$ cat config.mk
export PLATFORM = sky130hd
export DESIGN_NAME = mux_rr_arbiter
export DESIGN_NICKNAME = d
export VERILOG_FILES = /design/src/rtl/mux_arb_pkg.sv /design/src/rtl/arb_data_mux.sv /design/src/rtl/mux_rr_arbiter.sv
export SDC_FILE = /design/constraint.sdc
export NUM_CORES = 1
export LEC_CHECK = 0
export BUFFER_PORTS_ARGS = -buffer_cell sky130_fd_sc_hd__buf_4
export CORE_MARGIN = 3
export CORE_UTILIZATION = 35
export DETAILED_ROUTE_END_ITERATION = 12
export PLACE_DENSITY = 0.8
export SYNTH_ARGS = -nofsm -noshare
export SYNTH_HDL_FRONTEND = slang
export SYNTH_SLANG_ARGS = --single-unit
$ cat constraint.sdc
create_clock -name clk -period 2.4 [get_ports clk]
set_clock_uncertainty 0.15 [all_clocks]
set_input_delay 0.36 -clock clk [delete_from_list [all_inputs] [get_ports clk]]
set_output_delay 0.36 -clock clk [all_outputs]
set_load 0.1 [all_outputs]
$ cat src/rtl/mux_arb_pkg.sv
// Shared types and the round-robin pick helper for mux_rr_arbiter.
package mux_arb_pkg;

    localparam int unsigned N_REQ = 4;

    typedef logic [1:0] sel_t;

    typedef enum logic {IDLE, HOLD} arb_state_t;

    // First set bit of req searching ptr+1, ptr+2, ... with wrap; ptr itself is checked last.
    function automatic sel_t rr_pick(input logic [N_REQ-1:0] req, input sel_t ptr);
        sel_t idx;
        sel_t pick;
        pick = ptr;
        for (int unsigned i = N_REQ; i >= 1; i--) begin
            idx = ptr + sel_t'(i);
            if (req[idx]) pick = idx;
        end
        return pick;
    endfunction

endpackage

$ cat src/rtl/arb_data_mux.sv
// 4:1 data select: forwards the DATA_W slice of data_i chosen by sel_i.
module arb_data_mux
    import mux_arb_pkg::*;
#(
    parameter int DATA_W = 8
) (
    input  logic [1:0]              sel_i,
    input  logic [N_REQ*DATA_W-1:0] data_i,
    output logic [DATA_W-1:0]       data_o
);

    always_comb begin
        data_o = data_i[int'(sel_i)*DATA_W +: DATA_W];
    end

endmodule

$ cat src/rtl/mux_rr_arbiter.sv
// Round-robin arbiter sharing one 4:1 select datapath; valid/ready output, no bubble.
// Optional grant locking is enabled by defining ARB_LOCK_EN.
module mux_rr_arbiter
    import mux_arb_pkg::*;
#(
    parameter int DATA_W   = 8,
    parameter int MAX_LOCK = 4
) (
    input  logic                    clk,
    input  logic                    rst_n,
    input  logic [N_REQ-1:0]        req_i,
    input  logic [N_REQ*DATA_W-1:0] data_i,
    input  logic [N_REQ-1:0]        lock_i,
    input  logic                    out_ready_i,
    output logic                    out_valid_o,
    output logic [DATA_W-1:0]       out_data_o,
    output logic [1:0]              sel_o,
    output logic [N_REQ-1:0]        ack_o,
    output logic                    busy_o
);

    arb_state_t       state_q, state_d;
    sel_t             sel_q, sel_d;
    sel_t             ptr_q, ptr_d;
    logic [N_REQ-1:0] masked_req;
    logic             keep;

`ifdef ARB_LOCK_EN
    localparam int CNT_W = (MAX_LOCK > 1) ? $clog2(MAX_LOCK + 1) : 1;
    logic [CNT_W-1:0] lock_cnt_q, lock_cnt_d;
`else
    logic             unused_lock;
    localparam int    unused_max_lock = MAX_LOCK;
    assign unused_lock = ^lock_i;
`endif

    always_comb begin
        state_d    = state_q;
        sel_d      = sel_q;
        ptr_d      = ptr_q;
        ack_o      = '0;
        keep       = 1'b0;
        masked_req = req_i;
        masked_req[sel_q] = 1'b0;
`ifdef ARB_LOCK_EN
        lock_cnt_d = lock_cnt_q;
`endif
        case (state_q)
            IDLE: begin
                if (|req_i) begin
                    sel_d   = rr_pick(req_i, ptr_q);
                    state_d = HOLD;
                end
            end
            HOLD: begin
                if (out_ready_i) begin
                    ack_o[sel_q] = 1'b1;
`ifdef ARB_LOCK_EN
                    if (lock_i[sel_q] && (lock_cnt_q < CNT_W'(MAX_LOCK - 1))) begin
                        keep       = 1'b1;
                        lock_cnt_d = lock_cnt_q + 1'b1;
                    end else begin
                        lock_cnt_d = '0;
                    end
`endif
                    // Re-arbitrate in the accept cycle so the next beat follows without a bubble.
                    if (!keep) begin
                        ptr_d = sel_q;
                        if (|masked_req) begin
                            sel_d = rr_pick(masked_req, sel_q);
                        end else begin
                            state_d = IDLE;
                        end
                    end
                end
            end
            default: state_d = IDLE;
        endcase
    end

    always_ff @(posedge clk or negedge rst_n) begin
        if (!rst_n) begin
            state_q <= IDLE;
            sel_q   <= '0;
            ptr_q   <= sel_t'(N_REQ - 1);
        end else begin
            state_q <= state_d;
            sel_q   <= sel_d;
            ptr_q   <= ptr_d;
        end
    end

`ifdef ARB_LOCK_EN
    always_ff @(posedge clk or negedge rst_n) begin
        if (!rst_n) begin
            lock_cnt_q <= '0;
        end else begin
            lock_cnt_q <= lock_cnt_d;
        end
    end
`endif

    assign out_valid_o = (state_q == HOLD);
    assign busy_o      = (state_q != IDLE);
    assign sel_o       = sel_q;

    arb_data_mux #(.DATA_W(DATA_W)) u_data_mux (
        .sel_i  (sel_q),
        .data_i (data_i),
        .data_o (out_data_o)
    );

endmodule

* Word-level counts from Yosys, hierarchy flattened
Index checks and enable logic that the tools add are counted.
Cells by class: shifts and indexed selects 1, mux-type cells 30, magnitude comparators 8, add/sub/neg operators 6, $mul 0, div/mod/pow operators 0, reductions and logical operators 5, bitwise logic cells 3, equal/unequal tests 4
Operator list (number):
- $shiftx 32x6->8 | 1
- $lt 2x3->1 const B | 7
- $mux 2 | 9
- $bmux 1 s2 | 6
- $mux 1 | 10
- $add 2x2->2 const B | 4
- $mux 4 | 2
- $reduce_or 4->1 | 2
- $add 2x1->2 const B | 2
- $and 4x4->4 | 1
- $ne 2x2->1 const B | 2
- $ne 4x1->1 const B | 1
- $not 4->4 | 1
- $pmux 2 s2 | 1
- $reduce_and 4->1 | 1
- $demux 1 s2 | 1
- $ge 2x1->1 const B | 1
- $ne 2x1->1 const B | 1
- $pmux 1 s2 | 1
- $reduce_and 2->1 | 1
- $logic_and 1x1->1 | 1
- $not 1->1 | 1
Storage, ports and cells: logic and storage cells 60, memories 0, latch bits 0, input bits 43, register bits after elaboration 5, bits in read-only memories 0, output and inout bits 16, bits in writable memories 0

* Longest topological paths before layout
Gate-level depths: netlist of the first run.
word-level depth 14, gate-level depth with buffers 8, depth with buffers taken out 7

* Hierarchy
From an unflattened synthesis of the first run, not the netlist that was laid out.
Unflattened totals: cells, all modules 82, area total of the unflattened synthesis 817.0 µm²
Modules (own cells, without submodules):
- mux_rr_arbiter | instances 1, cells each 72, area each 620.6 µm², sequential area each 127.6 µm²
- arb_data_mux | instances 1, cells each 10, area each 196.4 µm², sequential area each 0.0 µm²

* Worst setup path before layout of the first run
OpenSTA, ideal clock, no wires.
kind register to register, from register sel_q[0] (netlist: sel_o[0]), to register sel_q[0] (netlist: sel_o[0]), setup slack -639 ps, required time 2122 ps, library setup time 128 ps, path buffers 1, stages on the path, launching flop included 9, period minus slack after synthesis 3039 ps, arrival time 2762 ps, cell sequence dfrtp_1 clkbuf_1 inv_1 ha_1 nand2b_1 mux4_2 a21oi_2 o21ai_1 mux2_1
On the way: longest elaborated chain between the ends 13, elaborated cells on any way between the ends 26, those cells by class add/sub: 3; order compare: 2; eq/ne: 2; mux: 14; bitwise: 2; reduce/logical: 3
Ends and longest elaborated chain:
- from (decl) | line mux_rr_arbiter.sv:23 | sel_t sel_q, sel_d;
- from (signal assigned) | line mux_rr_arbiter.sv:88 | sel_q <= sel_d;
- $lt 2x3->1 / $ge 2x1->1 (equally long branches)
- $logic_and 1x1->1 (not written as such) | line mux_rr_arbiter.sv:44 | masked_req[sel_q] = 1'b0;
- $mux 1 (not written as such) | line mux_rr_arbiter.sv:44
- $demux 1 s2 | line mux_rr_arbiter.sv:44
- $not 4->4 (no line)
- $and 4x4->4 (no line)
- $bmux 1 s2 | line mux_arb_pkg.sv:17 | if (req[idx]) pick = idx;
- $mux 1 (not written as such) | line mux_arb_pkg.sv:17
- $mux 2 (2 in series) | line mux_arb_pkg.sv:17
- $mux 2 | line mux_rr_arbiter.sv:69 | if (|masked_req) begin
- $mux 2 | line mux_rr_arbiter.sv:56 | if (out_ready_i) begin
- $pmux 2 s2 | line mux_rr_arbiter.sv:48 | case (state_q)
Parallel ways exist; a longest one is shown, timed or not. The select of a mux whose other input is x is not followed. A chain may end at the register's enable or synchronous reset.

* Final worst setup path of the first run
from register sel_q[1] (netlist: sel_o[1]), to register sel_q[0] (netlist: sel_o[0])
Same word-level chain as after synthesis.

==> results.rst, run 1 <==
.. list-table::
   :header-rows: 1

   * - Metric
     - Value
   * - Drt first pass iters
     - 4
   * - Outcome
     - finished clean
   * - Fin. max-slew vios
     - 0
   * - Resize count post-CTS
     - 0
   * - Distinct cell type count after synthesis
     - 32
   * - Final hold violation count
     - 0
   * - Non-filler cells in the finished layout
     - 162
   * - Die outline width
     - 52.28 um
   * - Number of global-route vias before repair
     - 823
   * - Maximum clock path buffer count
     - 2
   * - Quantity of I/O buffers inserted on ports
     - 54
   * - Fin crit period
     - 2274 ps
   * - Number of H-tree levels
     - 1
   * - Total negative slack for setup checks
     - 0 ps
   * - Portion of the clock cycle consumed by the worst path in the final layout
     - 94.77%
   * - Detailed router's first-iteration violation count
     - 13
   * - Post-synth ARST share
     - 100.0%
   * - Total of warnings raised by yosys
     - 0
   * - GP Congestion
     - 0.8148
   * - Crit path launch type
     - flop
   * - Count of flip-flops with a built-in enable after synthesis
     - 0
   * - Clock latency reported for the late side of the worst-skew pair
     - 230 ps
   * - Worst hold slack
     - 308.7 ps
   * - Max-capacitance violation count
     - 0
   * - Post-DP HPWL
     - 1955 um
   * - Endpoint class of the critical path
     - flop
   * - Required time at the worst-slack endpoint
     - 2360 ps
   * - Setup-failing EPs final
     - 0
   * - Initial antenna violation count
     - 0
   * - Unrepaired setup endpoints after global routing
     - no
   * - Remaining DRCs
     - 0
   * - Top Ports
     - 59
   * - Delay of the slowest cell on the worst path
     - 500 ps
   * - Area Overhead vs Synth
     - 68.11%
   * - Total wirelength of the detailed-routed design
     - 2377 um
   * - Overall track demand over capacity in global routing
     - 17.83%
   * - Number of cell rows
     - 16
   * - Summed instance area of the synthesized netlist
     - 749.5 um2
   * - Fmax achieved
     - 439.7 MHz
   * - Vias per cell
     - 5.383
   * - Via count
     - 872
   * - CP Data Arrival Time
     - 2230 ps
   * - Smallest setup slack after layout
     - 125.6 ps
   * - TritonCTS clock tree
     - built
   * - Detail Route Antenna Nets
     - 0
   * - Wire length of the first global-routing pass
     - 3636 um
   * - Portion of the post-synthesis area used by sequential elements
     - 17.03%
   * - Classification of the worst-slack hold path
     - primary input to async pin
   * - Nets in the synthesized netlist
     - 124
   * - Pre-CTS worst setup slack
     - 130.6 ps
   * - Root Buffer
     - clkbuf_4
   * - Die boundary height
     - 52.28 um
   * - Most used flip-flop cell after synthesis
     - dfrtp_1
   * - Placeable core area
     - 2002 um2
   * - Layout cell share with drive strength beyond 1
     - 65.19%
   * - Synthesized flop and latch total
     - 5
   * - Die Outline Area
     - 2733 um2
   * - Initial Util
     - 37.44%
   * - Number of buffers added by the clock tree synthesis step
     - 3
   * - Standard cell with the maximum stage delay on the critical path
     - mux4_2
   * - Routed wirelength normalized by instance count
     - 14.67 um
   * - Maximum number of pins on one net before global-route repair
     - 16
   * - Num Clock Sinks
     - 5
   * - Clock transition at the registers of the reported paths
     - 40 ps
   * - Post-Syn Area per Cell
     - 9.733 um2
   * - Total overflow reported by the global router
     - 0
   * - Cells along the critical path
     - inv_2 > ha_1 > nand2b_2 > mux4_2 > a21oi_2 > o21ai_1 > mux2_1
   * - Instance count after placement with tap cells included
     - 157
   * - Crit path max fanout
     - 6
   * - Slew at the pin closest to its max-slew limit
     - 332.1 ps
   * - Diode insertion count for antenna repair
     - 0
   * - Number of instances in the synthesized netlist
     - 77
   * - Relative slew slack
     - 77.65%
   * - Number of nets in the layout
     - 183
   * - Type of the worst setup path
     - flop to flop
critical path: cells and delay by family, from the launching register on:
family                     cells  cell delay (ps)
AOI/OAI and AO/OA              2              240
adders and majority gates      1              190
muxes                          2              830
DFF                            1              440
and+or+nand+nor                1              210
buffers and inverters          1               80
timing repair:
item | in CTS | in global routing
endpoints found under the hold margin | 5 | 0
hold buffers | 1 | 0
buffers inserted | 0 | 0
final timing paths:
path	slack (ps)	to	cells past startpoint	startpoint
max in group asynchronous	1600	ptr_q[1]	2	rst_n
worst max register to register	130	sel_o[0]	7	sel_o[1]
min in group clk	390	ptr_q[1]	2	ptr_q[1]
worst max-delay path	130	sel_o[0]	7	sel_o[1]
worst min register to register	390	ptr_q[1]	2	ptr_q[1]
worst min-delay path	310	sel_o[1]	2	rst_n
cells in the mapped netlist (all sizes together), types with 2 or more instances:
cell / instances / share of area, %
clkbuf: 2 / 1.0
mux2i: 2 / 2.7
mux4: 10 / 31
a21oi: 6 / 4.5
o221ai: 2 / 2.3
nand2b: 5 / 4.8
buf: 2 / 1.7
and3: 4 / 3.3
dfrtp: 3 / 10
nor2b: 2 / 1.7
dfstp: 2 / 7.0
inv: 4 / 2.0
nand2: 6 / 3.0
o21ai: 6 / 4.0
ha: 4 / 6.7
nor2: 7 / 3.5
metrics by stage:
step                      util [%]  instance area [um2]
final                        62.94                 1260
after global routing         62.94                 1260
after CTS                    62.94                 1260
after detailed placement     61.12                 1224
after global placement       61.12                 1224
after floorplan                  -                794.5
cell type report:
type                            count  area [um2]
Sequential cell                     5       135.1
Inverter                            4       15.01
Fill cell                         177       742.0
Tap cell                           27       33.78
Timing Repair Buffer               58       437.9
Clock buffer                        4       26.28
Multi-Input combinational cell     64       611.8
state kept, by name (all words and copies together) (netlist names):
signal  cells
busy_o      1
sel_o       2
ptr_q       2
metal layers:
metal / share of wire (%) / vias up / GRT usage (%)
li1: - / 413 / -
met1: 40 / 400 / 22.48
met2: 46 / 59 / 29.08
met3: 14 / 0 / 5.698
met4: 0 / 0 / 5.106
met5: 0 / - / 0
kinds of logic (layout without fill, tap and decap cells):
logic type | after synthesis | in the layout | share of synthesized area, %
and+or+nand+nor | 28 | 28 | 19.70
AOI/OAI and AO/OA | 19 | 19 | 17.19
muxes | 13 | 13 | 34.72
buffers and inverters | 8 | 66 | 4.674
DFF | 5 | 5 | 17.03
adders and majority gates | 4 | 4 | 6.678
placed cells by master, fill, tap and decap left out, drive strengths merged, types with 3 or more instances in the layout:
master	synthesis	final
a21oi	6	6
and3	4	4
buf	2	57
clkbuf	2	4
dfrtp	3	3
ha	4	4
inv	4	4
mux4	10	10
nand2	6	6
nand2b	5	5
nor2	7	7
o21ai	6	6
Power of run 1 is left out: the tool's default activity adds up to more than one toggle a clock period on the data nets, which glitch-free logic cannot reach.
==> inputs of run 2 (changes only) <==
--- a/config.mk
+++ b/config.mk
@@ -6,10 +6,11 @@
 export NUM_CORES = 1
 export LEC_CHECK = 0
 export BUFFER_PORTS_ARGS = -buffer_cell sky130_fd_sc_hd__buf_4
-export CORE_MARGIN = 3
-export CORE_UTILIZATION = 35
+export CORE_MARGIN = 1
+export CORE_UTILIZATION = 36
+export CTS_BUF_LIST = sky130_fd_sc_hd__clkbuf_4 sky130_fd_sc_hd__clkbuf_8
 export DETAILED_ROUTE_END_ITERATION = 12
-export PLACE_DENSITY = 0.8
+export PLACE_DENSITY = 0.82
 export SYNTH_ARGS = -nofsm -noshare
 export SYNTH_HDL_FRONTEND = slang
 export SYNTH_SLANG_ARGS = --single-unit
==> run 2 against run 1 <==
  * Setup slack got worse by 2.8 ps
  * Final cell count unchanged
  * Worst hold slack improved by 14 ps
  * Via count increased by 1.9%
  * Register-to-register slack about the same
  * Design area increased by 0.30%
  * Maximum frequency decreased by 0.12%
  * Critical endpoint unchanged
==> results.rst, run 2 (same netlist as run 1, synthesis figures left out) <==
.. list-table::
   :header-rows: 1

   * - Metric
     - Value
   * - Max-capacitance violation count
     - 0 (unchanged)
   * - Overall track demand over capacity in global routing
     - 19.30% (+1.5 points)
   * - Outcome
     - finished clean
   * - Unrepaired setup endpoints after global routing
     - no
   * - Initial Util
     - 38.20% (+0.76 points)
   * - Fmax achieved
     - 439.1 MHz (-0.12%)
   * - Via count
     - 889 (+1.9%)
   * - Cells along the critical path
     - ha_1 > nand2b_2 > mux4_2 > a21oi_2 > o21ai_1 > mux2_1
   * - Number of H-tree levels
     - 1 (unchanged)
   * - Num Clock Sinks
     - 5 (unchanged)
   * - Die Outline Area
     - 2268 um2 (-17%)
   * - Endpoint class of the critical path
     - flop
   * - Routed wirelength normalized by instance count
     - 14.15 um (-3.5%)
   * - Post-DP HPWL
     - 1874 um (-4.2%)
   * - Top Ports
     - 59 (unchanged)
   * - Delay of the slowest cell on the worst path
     - 500 ps (about the same)
   * - Wire length of the first global-routing pass
     - 3070 um (-16%)
   * - Number of buffers added by the clock tree synthesis step
     - 3 (unchanged)
   * - Remaining DRCs
     - 0 (unchanged)
   * - Type of the worst setup path
     - flop to flop
   * - Setup-failing EPs final
     - 0 (unchanged)
   * - Relative slew slack
     - 76.06% (-1.6 points)
   * - Slew at the pin closest to its max-slew limit
     - 355.8 ps (+23.73 ps)
   * - Root Buffer
     - clkbuf_4
   * - Sum of buffers and inverters on the critical path
     - 0 (-1)
   * - Number of cell rows
     - 16 (unchanged)
   * - Area Overhead vs Synth
     - 68.61%
   * - Portion of the clock cycle consumed by the worst path in the final layout
     - 94.88% (+0.12 points)
   * - Gate family responsible for the most delay along the worst path
     - multiplexers
   * - Placeable core area
     - 1962 um2 (-2.0%)
   * - Standard cell with the maximum stage delay on the critical path
     - dfrtp_4
   * - Total overflow reported by the global router
     - 0 (unchanged)
   * - Fill cell count
     - 158 (-11%)
   * - Clock transition at the registers of the reported paths
     - 40 ps (about the same)
   * - Commonest cells after routing, fill and taps aside
     - 57 x buf_4, 9 x mux4_2, 7 x nor2_1
   * - Initial antenna violation count
     - 0 (unchanged)
   * - Detail Route Antenna Nets
     - 0 (unchanged)
   * - Diode insertion count for antenna repair
     - 0 (unchanged)
   * - Drt first pass iters
     - 4 (unchanged)
   * - Classification of the worst-slack hold path
     - primary input to async pin
   * - GP Congestion
     - 0.9025 (+11%)
   * - Post-route cell area
     - 1264 um2 (+0.30%)
   * - Number of global-route vias before repair
     - 738 (-10%)
   * - Total negative slack for setup checks
     - 0 ps (unchanged)
   * - Fin crit period
     - 2277 ps (+2.813 ps)
   * - Fin. max-slew vios
     - 0 (unchanged)
   * - Maximum number of pins on one net before global-route repair
     - 16 (unchanged)
   * - CP Data Arrival Time
     - 2230 ps (about the same)
   * - Quantity of I/O buffers inserted on ports
     - 54 (unchanged)
   * - Detailed router's first-iteration violation count
     - 20 (+7)
   * - Resize count post-CTS
     - 0 (unchanged)
   * - Final hold violation count
     - 0 (unchanged)
   * - Most common cell after layout, fill and taps aside
     - buf_4
   * - Die outline width
     - 47.63 um (-8.9%)
   * - Vias per cell
     - 5.488 (+1.9%)
   * - Number of nets in the layout
     - 183 (unchanged)
   * - Placed cell areas
     - 1224 um2 (unchanged)
   * - Required time at the worst-slack endpoint
     - 2360 ps (about the same)
   * - Layout cell share with drive strength beyond 1
     - 65.93% (+0.74 points)
   * - Total wirelength of the detailed-routed design
     - 2293 um (-3.5%)
   * - Core occupancy in the finished layout
     - 64.41% (+1.5 points)
   * - TritonCTS clock tree
     - built
   * - Crit path launch type
     - flop
   * - Die boundary height
     - 47.63 um (-8.9%)
   * - Clock latency reported for the late side of the worst-skew pair
     - 230 ps (about the same)
   * - Crit path max fanout
     - 5 (-1)
   * - Maximum clock path buffer count
     - 2 (unchanged)
-- run 2: stage by stage --
stage	setup slack (ps)	hold WS, ps	instances
after floorplan	-49.79	-85.59	77
after global placement	163.5	9.927	157
after detailed placement	134.6	10.80	157
after CTS	128.7	305.4	162
after global routing	32.97	323.3	162
final	122.8	322.2	162
-- run 2: final timing paths --
kind	startpoint	to	slack [ps]	cells after the start
max	sel_o[0]	sel_o[0]	120	6
min	rst_n	busy_o	320	2
max reg2reg	sel_o[0]	sel_o[0]	120	6
min reg2reg	ptr_q[0]	ptr_q[0]	370	2
max in group asynchronous	rst_n	ptr_q[1]	1580	2
min in group clk	ptr_q[0]	ptr_q[0]	370	2
-- run 2: final cells by class --
| type | count | area [um2] | share of cell area [%] |
|---|---|---|---|
| Tap cell | 27 | 33.78 | 2.673 |
| Inverter | 4 | 15.01 | 1.188 |
| Timing Repair Buffer | 58 | 437.9 | 34.65 |
| Sequential cell | 5 | 135.1 | 10.69 |
| Multi-Input combinational cell | 64 | 611.8 | 48.42 |
| Clock buffer | 4 | 30.03 | 2.376 |
-- run 2: timing repair --
action,in CTS,in global routing
setup buffers,0,0
endpoints found under the hold margin,5,0
hold buffers,1,0
-- run 2: per-layer routing --
metal / wire length [um] / up-vias / GRT usage, %
met4: 15 / 0 / 7.778
li1: - / 415 / -
met2: 1157 / 62 / 35.62
met1: 798 / 410 / 21.38
met5: 0 / - / 0
met3: 321 / 2 / 4.151
-- run 2: worst register-to-register path: stages (launching register included) --
cell and delay (ps):
dfrtp_4 500, ha_1 240, nand2b_2 190, mux4_2 500, a21oi_2 160, o21ai_1 90
mux2_1 330
Power of run 2 is left out for the same reason.
